[src/rtl/lsu_bus_ctrl.sv]
// -----------------------------------------------------------------------------
// lsu_bus_ctrl
//   Registered load/store unit between the core and a peripheral bus.
//   A single access is accepted at a time. The region-select field of the
//   address picks one of NSLV slaves, the access is run over a req/gnt/ack
//   handshake, store data is lane-replicated and load data is aligned and
//   sign/zero-extended before it is returned to the core.
//
//   Optional feature: define LSU_TIMEOUT_EN to add a watchdog that aborts an
//   access stuck in REQ/ACC for TIMEOUT cycles and reports it as an error.
//
// Ports
//   clk_i, rst_i          clock (rising edge), synchronous active-high reset
//   core_req_i            access request, taken when core_ready_o=1
//   core_we_i             1 = store, 0 = load
//   core_hb_i             size: 00 byte, 01 half, 10 word, 11 reserved
//   core_sext_i           loads: 1 sign-extend, 0 zero-extend
//   core_addr_i           byte address
//   core_wdata_i          right-justified store data
//   core_ready_o          idle, can accept
//   core_valid_o          one-cycle completion pulse
//   core_rdata_o          aligned/extended load data, held until next load
//   core_err_o            fault flag, valid with core_valid_o
//   bus_req_o/bus_gnt_i   bus request / grant
//   bus_ack_i             selected slave completed the access
//   bus_cs_o              one-hot chip select (only during the access phase)
//   bus_addr_o            slave offset address
//   bus_wdata_o           lane-replicated store data
//   bus_we_o, bus_hb_o    write enable and size towards the slave
//   bus_rdata_i           slave read data, slave k at [32k+31:32k]
// -----------------------------------------------------------------------------
module lsu_bus_ctrl #(
    parameter int NSLV    = 4,
    parameter int SEL_MSB = 31,
    parameter int SEL_LSB = 28,
    parameter int OFFS_W  = 8,
    parameter int TIMEOUT = 16
) (
    input  logic               clk_i,
    input  logic               rst_i,
    input  logic               core_req_i,
    input  logic               core_we_i,
    input  logic [1:0]         core_hb_i,
    input  logic               core_sext_i,
    input  logic [31:0]        core_addr_i,
    input  logic [31:0]        core_wdata_i,
    output logic               core_ready_o,
    output logic               core_valid_o,
    output logic [31:0]        core_rdata_o,
    output logic               core_err_o,
    output logic               bus_req_o,
    input  logic               bus_gnt_i,
    input  logic               bus_ack_i,
    output logic [NSLV-1:0]    bus_cs_o,
    output logic [31:0]        bus_addr_o,
    output logic [31:0]        bus_wdata_o,
    output logic               bus_we_o,
    output logic [1:0]         bus_hb_o,
    input  logic [NSLV*32-1:0] bus_rdata_i
);

    localparam int          SW     = SEL_MSB - SEL_LSB + 1;
    localparam logic [31:0] NSLV_U = NSLV;

    typedef enum logic [2:0] {
        S_IDLE,
        S_REQ,
        S_ACC,
        S_RESP,
        S_ERR
    } state_t;

    state_t state_q, state_d;

    // Captured request (data path, no reset needed)
    logic [31:0]   addr_q, addr_d;
    logic [31:0]   wdata_q, wdata_d;
    logic          we_q, we_d;
    logic [1:0]    hb_q, hb_d;
    logic          sext_q, sext_d;
    logic [SW-1:0] idx_q, idx_d;

    // Registered outputs
    logic            ready_q, ready_d;
    logic            valid_q, valid_d;
    logic            err_q, err_d;
    logic [31:0]     rdata_q, rdata_d;
    logic            breq_q, breq_d;
    logic [NSLV-1:0] cs_q, cs_d;
    logic [31:0]     baddr_q, baddr_d;
    logic [31:0]     bwdata_q, bwdata_d;
    logic            bwe_q, bwe_d;
    logic [1:0]      bhb_q, bhb_d;

    logic [SW-1:0]   req_idx;
    logic            req_fault;
    logic [31:0]     sel_word;
    logic [NSLV-1:0] cs_onehot;
    logic            expired;

`ifdef LSU_TIMEOUT_EN
    localparam int CNT_W = $clog2(TIMEOUT + 1);
    logic [CNT_W-1:0] cnt_q, cnt_d;
`endif

    // Replicate the low lanes so any byte/half position on the bus sees the data.
    function automatic logic [31:0] replicate_lanes(input logic [1:0] hb, input logic [31:0] d);
        case (hb)
            2'b00:   replicate_lanes = {4{d[7:0]}};
            2'b01:   replicate_lanes = {2{d[15:0]}};
            default: replicate_lanes = d;
        endcase
    endfunction

    // Move the addressed byte/half down to bit 0, then extend.
    function automatic logic [31:0] align_load(input logic [31:0] w, input logic [1:0] offs,
                                               input logic [1:0] hb, input logic sext);
        logic [31:0] sh;
        sh = w >> {offs, 3'b000};
        case (hb)
            2'b00:   align_load = {{24{sext & sh[7]}}, sh[7:0]};
            2'b01:   align_load = {{16{sext & sh[15]}}, sh[15:0]};
            default: align_load = sh;
        endcase
    endfunction

    assign req_idx   = core_addr_i[SEL_MSB:SEL_LSB];
    assign req_fault = (core_hb_i == 2'b11)
                     | ((core_hb_i == 2'b01) & core_addr_i[0])
                     | ((core_hb_i == 2'b10) & (core_addr_i[1:0] != 2'b00))
                     | (32'(req_idx) >= NSLV_U);

    // Read-data mux and chip-select decode for the captured slave index.
    always_comb begin
        sel_word  = '0;
        cs_onehot = '0;
        for (int k = 0; k < NSLV; k++) begin
            if (idx_q == SW'(k)) begin
                sel_word     = bus_rdata_i[k*32 +: 32];
                cs_onehot[k] = 1'b1;
            end
        end
    end

`ifdef LSU_TIMEOUT_EN
    assign expired = (cnt_q == CNT_W'(TIMEOUT - 1));
`else
    assign expired = 1'b0;
`endif

    always_comb begin
        state_d  = state_q;
        addr_d   = addr_q;
        wdata_d  = wdata_q;
        we_d     = we_q;
        hb_d     = hb_q;
        sext_d   = sext_q;
        idx_d    = idx_q;
        valid_d  = 1'b0;
        err_d    = 1'b0;
        rdata_d  = rdata_q;
        breq_d   = breq_q;
        cs_d     = cs_q;
        baddr_d  = baddr_q;
        bwdata_d = bwdata_q;
        bwe_d    = bwe_q;
        bhb_d    = bhb_q;
`ifdef LSU_TIMEOUT_EN
        cnt_d    = cnt_q;
`endif

        case (state_q)
            S_IDLE: begin
                if (core_req_i) begin
                    addr_d  = core_addr_i;
                    wdata_d = replicate_lanes(core_hb_i, core_wdata_i);
                    we_d    = core_we_i;
                    hb_d    = core_hb_i;
                    sext_d  = core_sext_i;
                    idx_d   = req_idx;
`ifdef LSU_TIMEOUT_EN
                    cnt_d   = '0;
`endif
                    if (req_fault) begin
                        // Faulting access never reaches the bus.
                        state_d = S_ERR;
                        valid_d = 1'b1;
                        err_d   = 1'b1;
                    end else begin
                        state_d = S_REQ;
                        breq_d  = 1'b1;
                    end
                end
            end

            S_REQ: begin
`ifdef LSU_TIMEOUT_EN
                cnt_d = cnt_q + 1'b1;
`endif
                if (bus_gnt_i) begin
                    state_d  = S_ACC;
                    cs_d     = cs_onehot;
                    baddr_d  = 32'(addr_q[OFFS_W-1:0]);
                    bwdata_d = wdata_q;
                    bwe_d    = we_q;
                    bhb_d    = hb_q;
                end else if (expired) begin
                    state_d = S_RESP;
                    breq_d  = 1'b0;
                    valid_d = 1'b1;
                    err_d   = 1'b1;
                end
            end

            S_ACC: begin
`ifdef LSU_TIMEOUT_EN
                cnt_d = cnt_q + 1'b1;
`endif
                // Ack is tested first so it wins over a same-cycle expiry.
                if (bus_ack_i || expired) begin
                    state_d  = S_RESP;
                    breq_d   = 1'b0;
                    cs_d     = '0;
                    baddr_d  = '0;
                    bwdata_d = '0;
                    bwe_d    = 1'b0;
                    bhb_d    = 2'b00;
                    valid_d  = 1'b1;
                    if (bus_ack_i) begin
                        if (!we_q) begin
                            rdata_d = align_load(sel_word, addr_q[1:0], hb_q, sext_q);
                        end
                    end else begin
                        err_d = 1'b1;
                    end
                end
            end

            S_RESP, S_ERR: begin
                state_d = S_IDLE;
            end

            default: begin
                state_d = S_IDLE;
            end
        endcase

        ready_d = (state_d == S_IDLE);
    end

    always_ff @(posedge clk_i) begin
        if (rst_i) begin
            state_q  <= S_IDLE;
            ready_q  <= 1'b1;
            valid_q  <= 1'b0;
            err_q    <= 1'b0;
            rdata_q  <= '0;
            breq_q   <= 1'b0;
            cs_q     <= '0;
            baddr_q  <= '0;
            bwdata_q <= '0;
            bwe_q    <= 1'b0;
            bhb_q    <= 2'b00;
        end else begin
            state_q  <= state_d;
            ready_q  <= ready_d;
            valid_q  <= valid_d;
            err_q    <= err_d;
            rdata_q  <= rdata_d;
            breq_q   <= breq_d;
            cs_q     <= cs_d;
            baddr_q  <= baddr_d;
            bwdata_q <= bwdata_d;
            bwe_q    <= bwe_d;
            bhb_q    <= bhb_d;
        end
    end

    always_ff @(posedge clk_i) begin
        addr_q  <= addr_d;
        wdata_q <= wdata_d;
        we_q    <= we_d;
        hb_q    <= hb_d;
        sext_q  <= sext_d;
        idx_q   <= idx_d;
    end

`ifdef LSU_TIMEOUT_EN
    always_ff @(posedge clk_i) begin
        if (rst_i) begin
            cnt_q <= '0;
        end else begin
            cnt_q <= cnt_d;
        end
    end
`endif

    assign core_ready_o = ready_q;
    assign core_valid_o = valid_q;
    assign core_err_o   = err_q;
    assign core_rdata_o = rdata_q;
    assign bus_req_o    = breq_q;
    assign bus_cs_o     = cs_q;
    assign bus_addr_o   = baddr_q;
    assign bus_wdata_o  = bwdata_q;
    assign bus_we_o     = bwe_q;
    assign bus_hb_o     = bhb_q;

endmodule

[config.mk]
export PLATFORM = sky130hd
export DESIGN_NAME = lsu_bus_ctrl
export DESIGN_NICKNAME = d
export VERILOG_FILES = /design/src/rtl/lsu_bus_ctrl.sv
export SDC_FILE = /design/constraint.sdc
export NUM_CORES = 1
export LEC_CHECK = 0
export CAP_MARGIN = 15
export CORE_UTILIZATION = 38
export DETAILED_ROUTE_END_ITERATION = 7
export GPL_ROUTABILITY_DRIVEN = 1
export GPL_TIMING_DRIVEN = 0
export PLACE_DENSITY = 0.79
export SYNTH_ARGS = -nofsm -noshare
export SYNTH_HDL_FRONTEND = slang
export SYNTH_SLANG_ARGS = --single-unit
[constraint.sdc]
create_clock -name clk_i -period 6.6 [get_ports clk_i]
set_clock_uncertainty 0.1 [all_clocks]
set_input_delay 0.99 -clock clk_i [delete_from_list [all_inputs] [get_ports clk_i]]
set_output_delay 0.99 -clock clk_i [all_outputs]
set_load 0.02 [all_outputs]
==> PnR_summary.wiki, run 1 <==
{| class="wikitable"
! Metric !! Value
|-
| Run status || finished, final reports clean
|-
| Worst min-delay path category || reg -> reg
|-
| Final WS setup || 3.26 ns
|-
| Cell Count, Final, Fillers Out || 1146
|-
| Max clock buf depth || 2
|-
| Number of antenna violations at the first check in global routing || 1
|-
| Gates resized, CTS repair || 0
|-
| Buffers on Ports || 262
|-
| Width of the die || 135 um
|-
| Max Slew Vio Count || 0
|-
| Via count || 6114
|-
| Proportion of netlist area held by the largest area contributor || 0.255
|-
| Worst Max-Slew Pin Slew || 0.914 ns
|-
| Most common cell after layout, fill and taps aside || clkdlybuf4s50_1
|-
| Initial core utilization || 0.390
|-
| Worst setup path endpoint || state_q[0]
|-
| HPWL reported at the end of detailed placement || 18.3 mm
|-
| First-pass detailed-route iteration total || 5
|-
| Vias in the first global route || 6098
|-
| Critical Path RT || 6.85 ns
|-
| Min cycle time layout || 3.34 ns
|-
| Average routed wire per standard cell || 20.2 um
|-
| 1st-iter DRT viols || 462
|-
| Die H || 135 um
|-
| Unrepaired setup endpoints after global routing || no
|-
| Core Footprint || 17300 um2
|-
| R2R setup slack || 3.73 ns
|-
| Remaining Overflow, GRT || 0
|-
| Unique masters post-synth || 48
|-
| Sequential cell area fraction in the yosys report || 0.469
|-
| Post-synthesis average cell area || 11.2 um2
|-
| Clock-pin slew of the registers on the worst-case setup and hold paths || 0.07 ns
|-
| Number of enable-type register cells in the synthesized netlist || 48
|-
| Gpl congestion || 0.922
|-
| Share of post-route cells with drive strength above 1 || 0.171
|-
| Worst path bufs/invs || 3
|-
| Syn Std Cell Area || 6740 um2
|-
| Final Hold Fails || 0
|-
| Final setup viols || 0
|-
| Placement Rows || 48
|-
| Launch instance of the worst register-to-register path || state_q[0]
|-
| Remaining antenna violation count after routing || 0
|-
| Relative slew slack || 0.388
|-
| Post-CTS Hold Fix Bufs || 0
|-
| Cells after DPL || 1113
|-
| Maximum vdd drop || 0.170 mV
|-
| Max Fanout on Critical Path || 14
|-
| Inserted Clock Buffers || 17
|-
| Warnings from Yosys || 0
|-
| Crit path launch type || primary input
|-
| Worst setup path startpoint || core_req_i
|-
| Terminus of the critical flop-to-flop path || state_q[0]
|-
| Stage delay of the slowest cell on the critical path || 0.76 ns
|-
| Cell count of the worst reg-to-reg path || 7
|-
| Sequence of cells on the critical path || clkdlybuf4s50_1, nor4b_4, buf_6, buf_8, or4b_2, o21a_1, nor2_1
|-
| Worst path depth || 7
|-
| Synth Area in Simple Gates || 0.116
|-
| Critical path arrival || 3.59 ns
|-
| GR Util All Layers || 0.256
|-
| Max Clock Freq || 0.300 GHz
|-
| Period Utilization, post-route || 0.505
|-
| Leading post-synthesis cells by cell area || dfxtp_1 26%, edfxtp_1 21%, mux4_2 14%
|-
| Pin count of the biggest net entering global routing || 18
|-
| Cell taking the most area after synthesis || dfxtp_1
|-
| Sinks on Clock Net || 134
|-
| Mux share of post-synthesis cell area || 0.212
|-
| Crit Path Class || in -> reg
|-
| Worst setup slack before clock tree synthesis || 2.82 ns
|-
| Clock latency at the later pin of the worst-skew pair || 0.41 ns
|-
| Residual DRC || 0
|-
| Flops & latches, synth || 134
|-
| Hold path start || bus_req_o
|-
| CTS tree || built
|-
| Per-cell via count in the routed design || 5.34
|-
| Master of the slowest instance on the critical path || nor4b_4
|-
| Most frequently used flop master after synthesis || dfxtp_1
|-
| Number of H-tree levels || 4
|-
| Power density over the cells || 213 nW/um2
|-
| Clock root buffer || clkbuf_16
|-
| FILL cells || 1476
|-
| Largest family of logic cells by synthesized area || multiplexers
|-
| Synth Area in XOR/XNOR || 0
|-
| Kind of cell adding the most delay to the critical path || simple AND/OR/NAND/NOR gates
|-
| Leakage power || 3.71 nW
|-
| Final design instance area without fill || 10400 um2
|-
| Nature of the critical path endpoint || register
|-
| Depth of the worst hold-timing path || 2
|-
| Number of primary I/O pins || 308
|-
| Top library cells by usage in the layout, fill and taps aside || 262 x clkdlybuf4s50_1, 93 x nor2_1, 86 x dfxtp_1
|-
| Placed Area || 9790 um2
|-
| NumNets Final || 1108
|-
| Share of synthesized registers carrying an async set or reset || 0
|-
| Die Area || 18300 um2
|-
| Post-CTS Setup Bufs || 0
|-
| Fraction of the mapped netlist area in adder cells || 0
|-
| Number of instances in the synthesized netlist || 600
|-
| First-pass GRT wire length || 34.7 mm
|-
| Hold WS || 0.357 ns
|-
| Fraction of the mapped netlist area in compound gates || 0.143
|-
| Max-cap violations || 0
|-
| Syn-to-layout area delta || 54.3%
|-
| Routed wire length || 23.2 mm
|}
## cell families (layout without fill, tap and decap cells)
logic type	Yosys count	count (layout)
flops	134	134
simple gates	179	179
other cells	1	25
compound gates	122	122
mux	87	87
buf+inv	77	374
## sequential cells by signal (all words and copies together) (netlist names), 2 cells and up
signal,cells
bus_wdata_o,32
core_rdata_o,32
wdata_q,32
addr_q,8
bus_addr_o,8
bus_cs_o,4
idx_q,4
state_q,3
bus_hb_o,2
hb_q,2
## through the flow
step	total power, mW	setup TNS (ns)	utilization
final	2.22	0	0.601
after global routing	2.30	0	0.601
after CTS	2.22	0	0.601
after detailed placement	1.28	0	0.566
after global placement	1.28	-1.06	0.563
after floorplan	1.10	0	-
## worst min path at each step
stage | endpoint | slack, ns
2_1_floorplan | bus_addr_o[2] | 0.37
5_1_grt | core_rdata_o[7] | 0.39
3_5_place_dp | bus_req_o | 0.35
3_3_place_gp | core_rdata_o[7] | 0.34
4_1_cts | bus_req_o | 0.36
6_report | bus_req_o | 0.36
## worst register-to-register path, delay by kind of cell, from the launching register on
kind                   cells  cell delay, ns
and+or+nand+nor            3            1.60
AOI/OAI and AO/OA          1            0.14
buffers and inverters      3            0.67
DFF                        1            0.30
## synthesized netlist by cell type (2+ instances only)
| library cell | count |
|---|---|
| a211oi_1 | 9 |
| a21oi_1 | 13 |
| a22oi_1 | 45 |
| a311oi_1 | 6 |
| a311oi_2 | 10 |
| a32oi_1 | 9 |
| and3_1 | 7 |
| buf_1 | 6 |
| buf_2 | 11 |
| buf_4 | 25 |
| clkbuf_1 | 33 |
| dfxtp_1 | 86 |
| edfxtp_1 | 48 |
| inv_1 | 2 |
| mux2_2 | 17 |
| mux2i_1 | 27 |
| mux4_2 | 43 |
| nand2_1 | 51 |
| nor2_1 | 93 |
| nor3_1 | 5 |
| nor3b_1 | 2 |
| o21a_1 | 2 |
| o21ai_0 | 16 |
| o22a_1 | 2 |
| o31ai_1 | 2 |
| or2_2 | 8 |
## where the power goes
part	leakage [nW]	switching [mW]	total (mW)	internal, mW
combinational	2.26	0.169	0.371	0.202
clock	0.294	0.432	0.947	0.514
sequential	1.16	0.0125	0.900	0.888
## cell type report
type / instances / area, um2 / area share
Timing Repair Buffer: 265 / 2660 / 0.256
Multi-Input combinational cell: 412 / 3280 / 0.316
Inverter: 2 / 7.51 / 0.000722
Sequential cell: 134 / 3160 / 0.304
Buffer: 75 / 389 / 0.0374
Clock inverter: 15 / 183 / 0.0176
Antenna cell: 1 / 2.50 / 0.000241
Tap cell: 225 / 282 / 0.0271
Clock buffer: 17 / 425 / 0.0409
## per-layer routing
layer	vias to the layer above	global-route usage	part of all wire
li1	2832	-	-
met1	2948	0.329	0.42
met2	285	0.396	0.47
met3	49	0.0838	0.082
met4	0	0.102	0.029
met5	-	0	0
No activity file was read; power rests on OpenSTA's default activity.
==> run 2, diff against run 1 <==
--- a/config.mk
+++ b/config.mk
@@ -6,11 +6,11 @@
 export NUM_CORES = 1
 export LEC_CHECK = 0
 export CAP_MARGIN = 15
-export CORE_UTILIZATION = 38
+export CORE_UTILIZATION = 42
 export DETAILED_ROUTE_END_ITERATION = 7
 export GPL_ROUTABILITY_DRIVEN = 1
 export GPL_TIMING_DRIVEN = 0
-export PLACE_DENSITY = 0.79
+export PLACE_DENSITY = 0.83
 export SYNTH_ARGS = -nofsm -noshare
 export SYNTH_HDL_FRONTEND = slang
 export SYNTH_SLANG_ARGS = --single-unit
==> constraint.sdc (replaced) <==
create_clock -name clk_i -period 3.5 [get_ports clk_i]
set_clock_uncertainty 0.1 [all_clocks]
set_input_delay 0.525 -clock clk_i [delete_from_list [all_inputs] [get_ports clk_i]]
set_output_delay 0.525 -clock clk_i [all_outputs]
set_load 0.02 [all_outputs]
==> run 2 against run 1 <==
Net effect:
- global-route usage is 3.0 points higher
- power is 89% higher
- register-to-register slack worse by 3.0 ns
- critical path type is now reg -> reg
- critical path depth is the same
- hold slack gained 0.0074 ns
- count of clock-buffer cells in the layout unchanged
- combinational power is 89% higher
- sequential cell count did not move
- clock power rose by 89%
- via count up 1.3%
- sequential share of layout area grew 0.13 points
==> PnR_summary.wiki, run 2 (same netlist as run 1, synthesis figures left out) <==
{| class="wikitable"
! Metric !! Value
|-
| Run status || finished, final reports clean
|-
| Width of the die || 129 um (-4.8%)
|-
| Post-CTS Setup Bufs || 0 (unchanged)
|-
| 1st-iter DRT viols || 471 (+1.9%)
|-
| Average routed wire per standard cell || 20.6 um (+1.6%)
|-
| Clock root buffer || clkbuf_16
|-
| Number of primary I/O pins || 308 (unchanged)
|-
| CTS tree || built
|-
| FILL cells || 1236 (-16%)
|-
| Area used by sequential logic in the layout || 3160 um2 (unchanged)
|-
| Routed wire length || 23.2 mm (+0.23%)
|-
| Diode insertion count for antenna repair || 0 (-1)
|-
| Max Clock Freq || 0.356 GHz
|-
| Hold path start || bus_req_o
|-
| Gpl congestion || 0.892 (-3.3%)
|-
| Worst Max-Slew Pin Slew || 0.837 ns (-0.0761 ns)
|-
| Power density over the cells || 404 nW/um2 (+89%)
|-
| Per-cell via count in the routed design || 5.48 (+2.7%)
|-
| Number of antenna violations at the first check in global routing || 0 (-1)
|-
| Total area of multi-input combinational cells || 3280 um2 (unchanged)
|-
| Crit path launch type || register
|-
| Gates resized, CTS repair || 0 (unchanged)
|-
| Remaining antenna violation count after routing || 0 (unchanged)
|-
| Total power || 4.19 mW (+89%)
|-
| Leakage power || 3.71 nW (about the same)
|-
| Die Area || 16600 um2 (-9.4%)
|-
| Placement Rows || 45 (-6.3%)
|-
| R2R setup slack || 0.69 ns (-3.04 ns)
|-
| Period Utilization, post-route || 0.803
|-
| Core Footprint || 15400 um2 (-11%)
|-
| Nature of the critical path endpoint || register
|-
| Sinks on Clock Net || 134 (unchanged)
|-
| Share of post-route cells with drive strength above 1 || 0.171 (unchanged)
|-
| Inserted Clock Buffers || 17 (unchanged)
|-
| Most common cell after layout, fill and taps aside || clkdlybuf4s50_1
|-
| Buffers on Ports || 262 (unchanged)
|-
| First-pass GRT wire length || 34.9 mm (+0.72%)
|-
| HPWL reported at the end of detailed placement || 17.9 mm (-1.9%)
|-
| Max clock buf depth || 2 (unchanged)
|-
| Cells after DPL || 1099 (-1.3%)
|-
| NumNets Final || 1108 (unchanged)
|-
| Final WS setup || 0.690 ns (-2.57 ns)
|-
| Top library cells by usage in the layout, fill and taps aside || 262 x clkdlybuf4s50_1, 93 x nor2_1, 86 x dfxtp_1
|-
| First-pass detailed-route iteration total || 6 (+1)
|-
| Die H || 129 um (-4.8%)
|-
| Syn-to-layout area delta || 53.6%
|-
| Maximum vdd drop || 0.441 mV (+160%)
|-
| Min cycle time layout || 2.81 ns
|-
| Via count || 6196 (+1.3%)
|-
| Vias in the first global route || 6174 (+1.2%)
|-
| Launch instance of the worst register-to-register path || idx_q[0]
|-
| Max Fanout on Critical Path || 10 (-4)
|-
| Critical path arrival || 2.99 ns (-0.60 ns)
|-
| Relative slew slack || 0.440 (+0.0513)
|-
| Crit Path Class || reg -> reg
|-
| Remaining Overflow, GRT || 0 (unchanged)
|-
| Final Hold Fails || 0 (unchanged)
|-
| Pin count of the biggest net entering global routing || 17 (-1)
|-
| Worst setup slack before clock tree synthesis || 0.507 ns (-2.31 ns)
|-
| Clock latency at the later pin of the worst-skew pair || 0.42 ns (about the same)
|-
| Post-CTS Hold Fix Bufs || 0 (unchanged)
|-
| Residual DRC || 0 (unchanged)
|-
| Max Slew Vio Count || 0 (unchanged)
|-
| GR Util All Layers || 0.286 (+0.0301)
|-
| Initial core utilization || 0.437 (+0.0472)
|-
| Unrepaired setup endpoints after global routing || no
|-
| Max-cap violations || 0 (unchanged)
|-
| Cell Count, Final, Fillers Out || 1131 (-1.3%)
|-
| Number of H-tree levels || 4 (unchanged)
|-
| Clock-pin slew of the registers on the worst-case setup and hold paths || 0.06 ns (about the same)
|-
| Critical Path RT || 3.68 ns (-3.17 ns)
|-
| Final setup viols || 0 (unchanged)
|-
| Worst min-delay path category || reg -> reg
|-
| Worst setup path startpoint || idx_q[0]
|-
| Post-Route Setup TNS || 0 ns (unchanged)
|}
==> run 2: changes by cell type in the layout (fill, tap and decap cells not counted) <==
cell	previous run	this run
bufinv_16	0	1
clkinv_2	0	2
clkinv_4	1	2
clkinv_8	5	0
clkinvlp_4	1	0
diode_2	1	0
inv_6	2	4
==> run 2: per-stage QoR <==
stage               hold WS [ns]  utilization  cell area [um2]
floorplan                  0.372            -             6840
global placement           0.344        0.631             9730
detailed placement         0.355        0.633             9770
CTS                        0.363        0.671            10400
global route               0.387        0.671            10400
finish                     0.364        0.671            10400
==> run 2: area by class of cell <==
class                      instances  area share
clock inverter                    15      0.0155
multi-input combinational        412       0.317
clock buffer                      17      0.0411
inverter                           2    0.000725
sequential                       134       0.305
tap                              211      0.0255
timing repair buffer             265       0.257
buffer                            75      0.0376
==> run 2: routing by layer <==
layer	vias to the layer above	global-route usage	wire, um
li1	2833	-	-
met1	3018	0.378	9760
met2	306	0.451	11100
met3	39	0.0807	1870
met4	0	0.0983	542
met5	-	0	0
==> run 2: path summary, 6_finish.rpt <==
kind                            to  cells past startpoint
hold / removal           bus_req_o                      2
hold reg to reg          bus_req_o                      2
setup / recovery  core_rdata_o[14]                      7
setup reg to reg  core_rdata_o[14]                      7
==> run 2: critical path, stage by stage (launching register included) <==
cell	delay [ns]
edfxtp_1	0.51
buf_2	0.36
buf_2	0.42
mux4_2	0.60
nand2_1	0.09
a21oi_1	0.07
o21ai_0	0.39
a211oi_1	0.14
==> run 2: where the power goes <==
group | switching [mW] | leakage (nW) | total, mW | internal (mW)
registers | 0.0250 | 1.16 | 1.70 | 1.67
logic | 0.319 | 2.26 | 0.700 | 0.381
clock network | 0.772 | 0.294 | 1.79 | 1.01
total | 1.12 | 3.71 | 4.19 | 3.07
